## config.mk

```make
export PLATFORM = sky130hd
export DESIGN_NAME = cordic_host_if
export DESIGN_NICKNAME = d
export VERILOG_FILES = /design/src/rtl/cordic_host_if.sv
export SDC_FILE = /design/constraint.sdc
export NUM_CORES = 1
export LEC_CHECK = 0
export ABC_CLOCK_PERIOD_IN_PS = 5900
export CAP_MARGIN = 10
export CORE_ASPECT_RATIO = 1.25
export CORE_UTILIZATION = 56
export CTS_BUF_LIST = sky130_fd_sc_hd__clkbuf_8 sky130_fd_sc_hd__clkbuf_16
export DETAILED_ROUTE_END_ITERATION = 12
export PLACE_DENSITY = 0.8
export RECOVER_POWER = 25
export SETUP_SLACK_MARGIN = 0.2
export SLEW_MARGIN = 10
export SYNTH_ARGS = -nofsm -noshare
export SYNTH_HDL_FRONTEND = slang
export SYNTH_SLANG_ARGS = --single-unit
```

## constraint.sdc

```tcl
create_clock -name clk -period 5.9 [get_ports clk]
set_clock_uncertainty 0.2 [all_clocks]
set_input_delay 0.885 -clock clk [delete_from_list [all_inputs] [get_ports clk]]
set_output_delay 0.885 -clock clk [all_outputs]
set_load 0.01 [all_outputs]
```

## src/rtl/cordic_host_if.sv

```systemverilog
// rtl/cordic_host_if.sv - valid/ready front end for the pipelined CORDIC core
// Credits bound in-flight plus buffered requests to the response FIFO depth, so no core result can be lost.
module cordic_host_if #(
  parameter int IN_WIDTH   = 16,
  parameter int OUT_WIDTH  = 16,
  parameter int FIFO_DEPTH = 8,
  parameter int TIMEOUT    = 64
) (
  input  logic                 clk,
  input  logic                 rst_n,
  input  logic                 req_valid,
  output logic                 req_ready,
  input  logic [1:0]           req_mode,
  input  logic [IN_WIDTH-1:0]  req_x,
  input  logic [IN_WIDTH-1:0]  req_y,
  input  logic [IN_WIDTH-1:0]  req_z,
  output logic                 core_en,
  output logic [1:0]           core_mode,
  output logic [IN_WIDTH-1:0]  core_x,
  output logic [IN_WIDTH-1:0]  core_y,
  output logic [IN_WIDTH-1:0]  core_z,
  input  logic                 core_ready,
  input  logic [OUT_WIDTH-1:0] core_r,
  input  logic [OUT_WIDTH-1:0] core_a,
  output logic                 rsp_valid,
  input  logic                 rsp_ready,
  output logic [OUT_WIDTH-1:0] rsp_r,
  output logic [OUT_WIDTH-1:0] rsp_a,
  output logic [1:0]           rsp_mode,
  output logic                 rsp_err,
  output logic                 err_proto,
  output logic                 err_timeout
);

  localparam int AW = $clog2(FIFO_DEPTH);
  localparam int CW = AW + 1;
  localparam int RW = 2 * OUT_WIDTH + 3;
  localparam int WW = $clog2(TIMEOUT + 1);

  logic [CW-1:0] used;
  logic [CW-1:0] outstanding;
  logic [CW-1:0] rsp_count;
  logic          accept;
  logic          ret_ok;
  logic          rsp_push;
  logic          rsp_pop;
  logic          rsp_full;
  logic          req_illegal;

  assign req_ready   = (used < CW'(FIFO_DEPTH));
  assign accept      = req_valid & req_ready;
  assign req_illegal = (req_mode == 2'd0) || (req_mode == 2'd3);
  // A core result is only meaningful while something is outstanding; otherwise it is dropped.
  assign ret_ok      = core_ready & (outstanding != '0);
  assign rsp_push    = ret_ok;
  assign rsp_valid   = (rsp_count != '0);
  assign rsp_pop     = rsp_valid & rsp_ready;
  assign rsp_full    = (rsp_count == CW'(FIFO_DEPTH));

  always_ff @(posedge clk or negedge rst_n) begin
    if (!rst_n) begin
      used <= '0;
    end else if (accept && !rsp_pop) begin
      used <= used + CW'(1);
    end else if (!accept && rsp_pop) begin
      used <= used - CW'(1);
    end
  end

  always_ff @(posedge clk or negedge rst_n) begin
    if (!rst_n) begin
      outstanding <= '0;
    end else if (accept && !ret_ok) begin
      outstanding <= outstanding + CW'(1);
    end else if (!accept && ret_ok) begin
      outstanding <= outstanding - CW'(1);
    end
  end

  always_ff @(posedge clk or negedge rst_n) begin
    if (!rst_n) begin
      core_en   <= 1'b0;
      core_mode <= 2'd0;
      core_x    <= '0;
      core_y    <= '0;
      core_z    <= '0;
    end else begin
      core_en <= accept;
      if (accept) begin
        core_mode <= req_mode;
        core_x    <= req_x;
        core_y    <= req_y;
        core_z    <= req_z;
      end
    end
  end

  // Tag FIFO: occupancy always equals outstanding, so it needs no count of its own.
  logic [2:0]    tag_mem [FIFO_DEPTH];
  logic [AW-1:0] tag_wr;
  logic [AW-1:0] tag_rd;

  always_ff @(posedge clk) begin
    if (accept) begin
      tag_mem[tag_wr] <= {req_mode, req_illegal};
    end
  end

  always_ff @(posedge clk or negedge rst_n) begin
    if (!rst_n) begin
      tag_wr <= '0;
      tag_rd <= '0;
    end else begin
      if (accept) begin
        tag_wr <= tag_wr + AW'(1);
      end
      if (ret_ok) begin
        tag_rd <= tag_rd + AW'(1);
      end
    end
  end

  logic [RW-1:0] rsp_mem [FIFO_DEPTH];
  logic [AW-1:0] rsp_wr;
  logic [AW-1:0] rsp_rd;

  always_ff @(posedge clk) begin
    if (rsp_push) begin
      rsp_mem[rsp_wr] <= {tag_mem[tag_rd], core_r, core_a};
    end
  end

  always_ff @(posedge clk or negedge rst_n) begin
    if (!rst_n) begin
      rsp_wr    <= '0;
      rsp_rd    <= '0;
      rsp_count <= '0;
    end else begin
      if (rsp_push) begin
        rsp_wr <= rsp_wr + AW'(1);
      end
      if (rsp_pop) begin
        rsp_rd <= rsp_rd + AW'(1);
      end
      if (rsp_push && !rsp_pop) begin
        rsp_count <= rsp_count + CW'(1);
      end else if (!rsp_push && rsp_pop) begin
        rsp_count <= rsp_count - CW'(1);
      end
    end
  end

  // Show-ahead read, forced to zero when empty so stale entries never reach the outputs.
  assign {rsp_mode, rsp_err, rsp_r, rsp_a} = rsp_valid ? rsp_mem[rsp_rd] : '0;

  logic [WW-1:0] wd_cnt;
  logic          wd_run;
  logic          wd_hit;

  assign wd_run = (outstanding != '0) && !core_ready;
  assign wd_hit = wd_run && (wd_cnt == WW'(TIMEOUT - 1));

  always_ff @(posedge clk or negedge rst_n) begin
    if (!rst_n) begin
      wd_cnt      <= '0;
      err_timeout <= 1'b0;
      err_proto   <= 1'b0;
    end else begin
      if (!wd_run) begin
        wd_cnt <= '0;
      end else if (wd_cnt != WW'(TIMEOUT)) begin
        wd_cnt <= wd_cnt + WW'(1);
      end
      if (wd_hit) begin
        err_timeout <= 1'b1;
      end
      if (core_ready && (outstanding == '0) && !accept) begin
        err_proto <= 1'b1;
      end
    end
  end

  rsp_overflow_a: assert property (@(posedge clk) disable iff (!rst_n)
    !(rsp_push && rsp_full && !rsp_pop));

endmodule

```

==> results.md <==
* Register cell area after layout at 11,240 um2
* Synth Area per Inst at 20.34 um2
* Layout fillers at 1,642
* Post-DR wirelength/cell at 21.64 um
* Number of DRC violations after detailed-routing iteration 0 at 345
* Type of element capturing the critical path: primary output
* Total nets after synthesis at 851
* Pre-CTS WS at 1.974 ns
* Vias after detailed routing at 7,699
* Maximum net fanout on the critical path at 45
* CP Class: flop to primary output
* VDD IR max at 0.3460 mV
* IO Pins at 177
* Buffer count from post-CTS setup fixing at 0
* Area contributors post-synth: edfxtp_1, dfrtp_1, mux4_2
* Number of nets in the layout at 1,046
* Final min period at 4.403 ns
* Setup Total Neg Slack at 0 ns
* Vert. Die Dim at 186.1 um
* Worst-skew pair later-pin latency at 0.51 ns
* Endpoint arrival time on the critical path at 3.32 ns
* Power per unit of standard cell area at 514.3 nW/um2
* Clock tree from TritonCTS: done
* Required @ worst endpoint at 4.82 ns
* Final weighted congestion in routability-driven placement at 0.7654
* Failing checks: max-capacitance violations, max-slew violations
* Count of distinct cell types in the synthesized netlist at 36
* Total grt overflow at 0
* Initial core utilization at 56.75%
* Post-Syn Area at 15,180 um2
* Initial antenna violation count at 0
* Largest area contributor in the netlist: edfxtp_1
* Standard-cell rows at 67
* Total clock sinks at 388
* Largest delay share family, worst path: flip-flops
* Worst Slack Setup Final at 1.497 ns
* Depth of the worst register-to-register path at 9
* Critical Path Slowest Stage Cell: dfrtp_4
* Core ar. at 26,740 um2
* IO buf count at 176
* Post-CTS clock slew at the launch and capture registers of the worst setup and hold paths at 0.06 ns
* Outcome: complete, but fails checks
* Layout cells sized above 1 at 22.75%
* Leakage power summed over all cells at 6.349 nW
* Max-slew violation count at 49
* Cells along the critical path: buf_4 -> mux4_2 -> a22o_1 -> clkdlybuf4s50_1
* Syn. warnings at 0
* Hold Path Stages at 1
* Hold-critical path endpoint: err_timeout$_DFFE_PN0P_
* Gate count after technology mapping at 746
* Crit path buffers/inverters at 2
* Largest stage delay on the critical path at 1.04 ns
* Final antenna-violating net count at 0
* Total of endpoints with negative setup slack in the final report at 0
* Total die area at 27,770 um2
* R2r endpoint: rsp_count[3]$_DFFE_PN0P_
* Final period utilization at 74.62%
* Number of synthesized register bits at 388
* Path type of the worst min-delay path: flop to flop
* Clock root buffer master: clkbuf_16
* Hold path startpoint: err_timeout$_DFFE_PN0P_
* Via count of the first global-routing pass at 8,098
* Maximum buffer depth of the clock tree at 3
* Multi-input gate area in the final layout at 3755 um2
* Area Overhead vs Synth at 21.87%
* Startpoint class of the critical path: flop
* Measured slew at the worst slew-check pin at 2.681 ns
* Worst flop-to-flop path startpoint: outstanding[0]$_DFFE_PN0P_
* Number of endpoints with negative hold slack in the final report at 0
* Routed length on met3 at 2.129 mm
* Worst slew slack as a fraction of its limit at -78.71%
* TritonCTS Buffers at 39
* Via-per-instance ratio at 5.864
* R2r setup slk at 2.59 ns
* GRT Util Overall at 21.33%
* Largest net degree at the start of global routing at 49
* Number of gates given a new drive strength after cts at 0
* Top routing layer used: met4
* Depth of the critical timing path with buffers and inverters included at 4
* Post-synthesis sequential area ratio at 74.00%
* Length of routed met2 wiring at 14.71 mm
* Aggregate routed wire length at 28.42 mm
* Total number of H-tree levels at 2
* Maximum frequency from static timing analysis at 0.2271 GHz
* Wire length of the first global-routing pass at 44.79 mm
* Unrepaired setup endpoints after global routing: no
* Detailed Place HPWL at 16.10 mm
* First drt pass iteration count at 5
* Fraction of post-synthesis cell area in the top cell type by area at 60.15%
* Count of hold-fix buffers inserted at cts at 0
* Post-route DRC violation count at 0
* Wire length the detailed router placed on met1 at 11.17 mm
* Horizontal die dimension at 149.2 um
* Number of maximum-capacitance constraint violations at 1
registers in the layout, summed over array words and instances, names as in the netlist, 2 cells and up:
| register | count |
|---|---|
| tag_wr | 3 |
| core_x | 16 |
| rsp_mem | 280 |
| wd_cnt | 7 |
| rsp_wr | 3 |
| core_mode | 2 |
| rsp_count | 4 |
| core_z | 16 |
| core_y | 16 |
| rsp_rd | 3 |
| tag_mem | 24 |
| used | 4 |
| tag_rd | 3 |
| outstanding | 4 |
report_power, final:
| group | switching [mW] | leakage [nW] | internal [mW] |
|---|---|---|---|
| registers | 0.397 | 3.75 | 3.59 |
| clock network | 0.971 | 0.588 | 1.30 |
| logic | 1.44 | 2.01 | 1.81 |
| total | 2.81 | 6.35 | 6.70 |
layout make-up:
type	instances	share of cell area, %
timing repair buffer	191	10.10
tap	345	2.334
multi-input combinational	313	20.30
antenna	1	0.01353
clock buffer	40	5.351
clock inverter	27	0.9877
sequential	388	60.75
inverter	8	0.1624
stage by stage:
stage / cell area [um2] / instances / power [mW] / hold slack (ns) / utilization, %
CTS: 18500 / 1312 / 9.636 / 0.2021 / 69.17
global placement: 17320 / 1245 / 7.237 / 0.2612 / 64.78
detailed placement: 17320 / 1245 / 7.330 / 0.2637 / 64.78
global route: 18490 / 1312 / 10.01 / 0.3169 / 69.15
floorplan: 15180 / 746 / 5.978 / 0.2563 / -
finish: 18500 / 1313 / 9.512 / 0.2781 / 69.16
logic make-up (layout without fill, tap and decap cells):
kind of cell             after synthesis  after routing  share of synthesized area [%]
AO/OA/AOI/OAI                         64             64                          3.240
other                                  0              1                              0
buffers and inverters                 45            266                          1.624
flip-flops                           388            388                          74.00
multiplexers                         139            139                          15.93
AND/OR/NAND/NOR                       75             75                          2.589
XOR/XNOR                              17             17                         0.9811
adder cells (fa/ha/maj)               18             18                          1.632
how the worst max path moves through the flow:
stage / slack (ns) / startpoint / to
after floorplan: 0.76 / core_ready / rsp_mem[0][0]$_DFFE_PP_
after global placement: 1.99 / rsp_rd[0]$_DFFE_PN0P_ / rsp_r[14]
after detailed placement: 1.97 / rsp_rd[0]$_DFFE_PN0P_ / rsp_r[10]
after CTS: 1.39 / rsp_rd[0]$_DFFE_PN0P_ / rsp_r[14]
after global routing: 1.27 / rsp_rd[0]$_DFFE_PN0P_ / rsp_mode[0]
final: 1.50 / rsp_rd[0]$_DFFE_PN0P_ / rsp_r[5]
cell usage after synthesis (all sizes together):
cell type,count
edfxtp,304
dfrtp,84
mux4,76
mux2,60
a22o,35
buf,24
nand2,17
ha,15
clkbuf,13
nor3,12
xnor2,12
a21oi,10
nand3,10
inv,8
nor2,8
o21ai,8
nand2b,6
o211ai,6
or3,6
or4,5
xor2,5
a2111o,3
fa,3
mux2i,3
nand3b,3
nor4,3
nor2b,2
a31o,1
and2,1
nor3b,1
o21bai,1
or2,1
layout by cell type (no fill, tap or decap), types with 15 or more instances in the layout:
cell               n
dlygate4sd3_1     23
mux2_2            59
a22o_1            35
clkdlybuf4s50_1  152
dfrtp_1           82
edfxtp_1         304
mux4_2            76
nand2_1           17
buf_4             15
clkbuf_16         39
ha_1              15
metal layers:
layer / global-route usage [%] / vias to the layer above
met4: 4.694 / 0
met5: 0 / -
li1: - / 3416
met1: 27.38 / 3951
met3: 5.221 / 37
met2: 36.86 / 295
(Power assumes the default switching activity.)
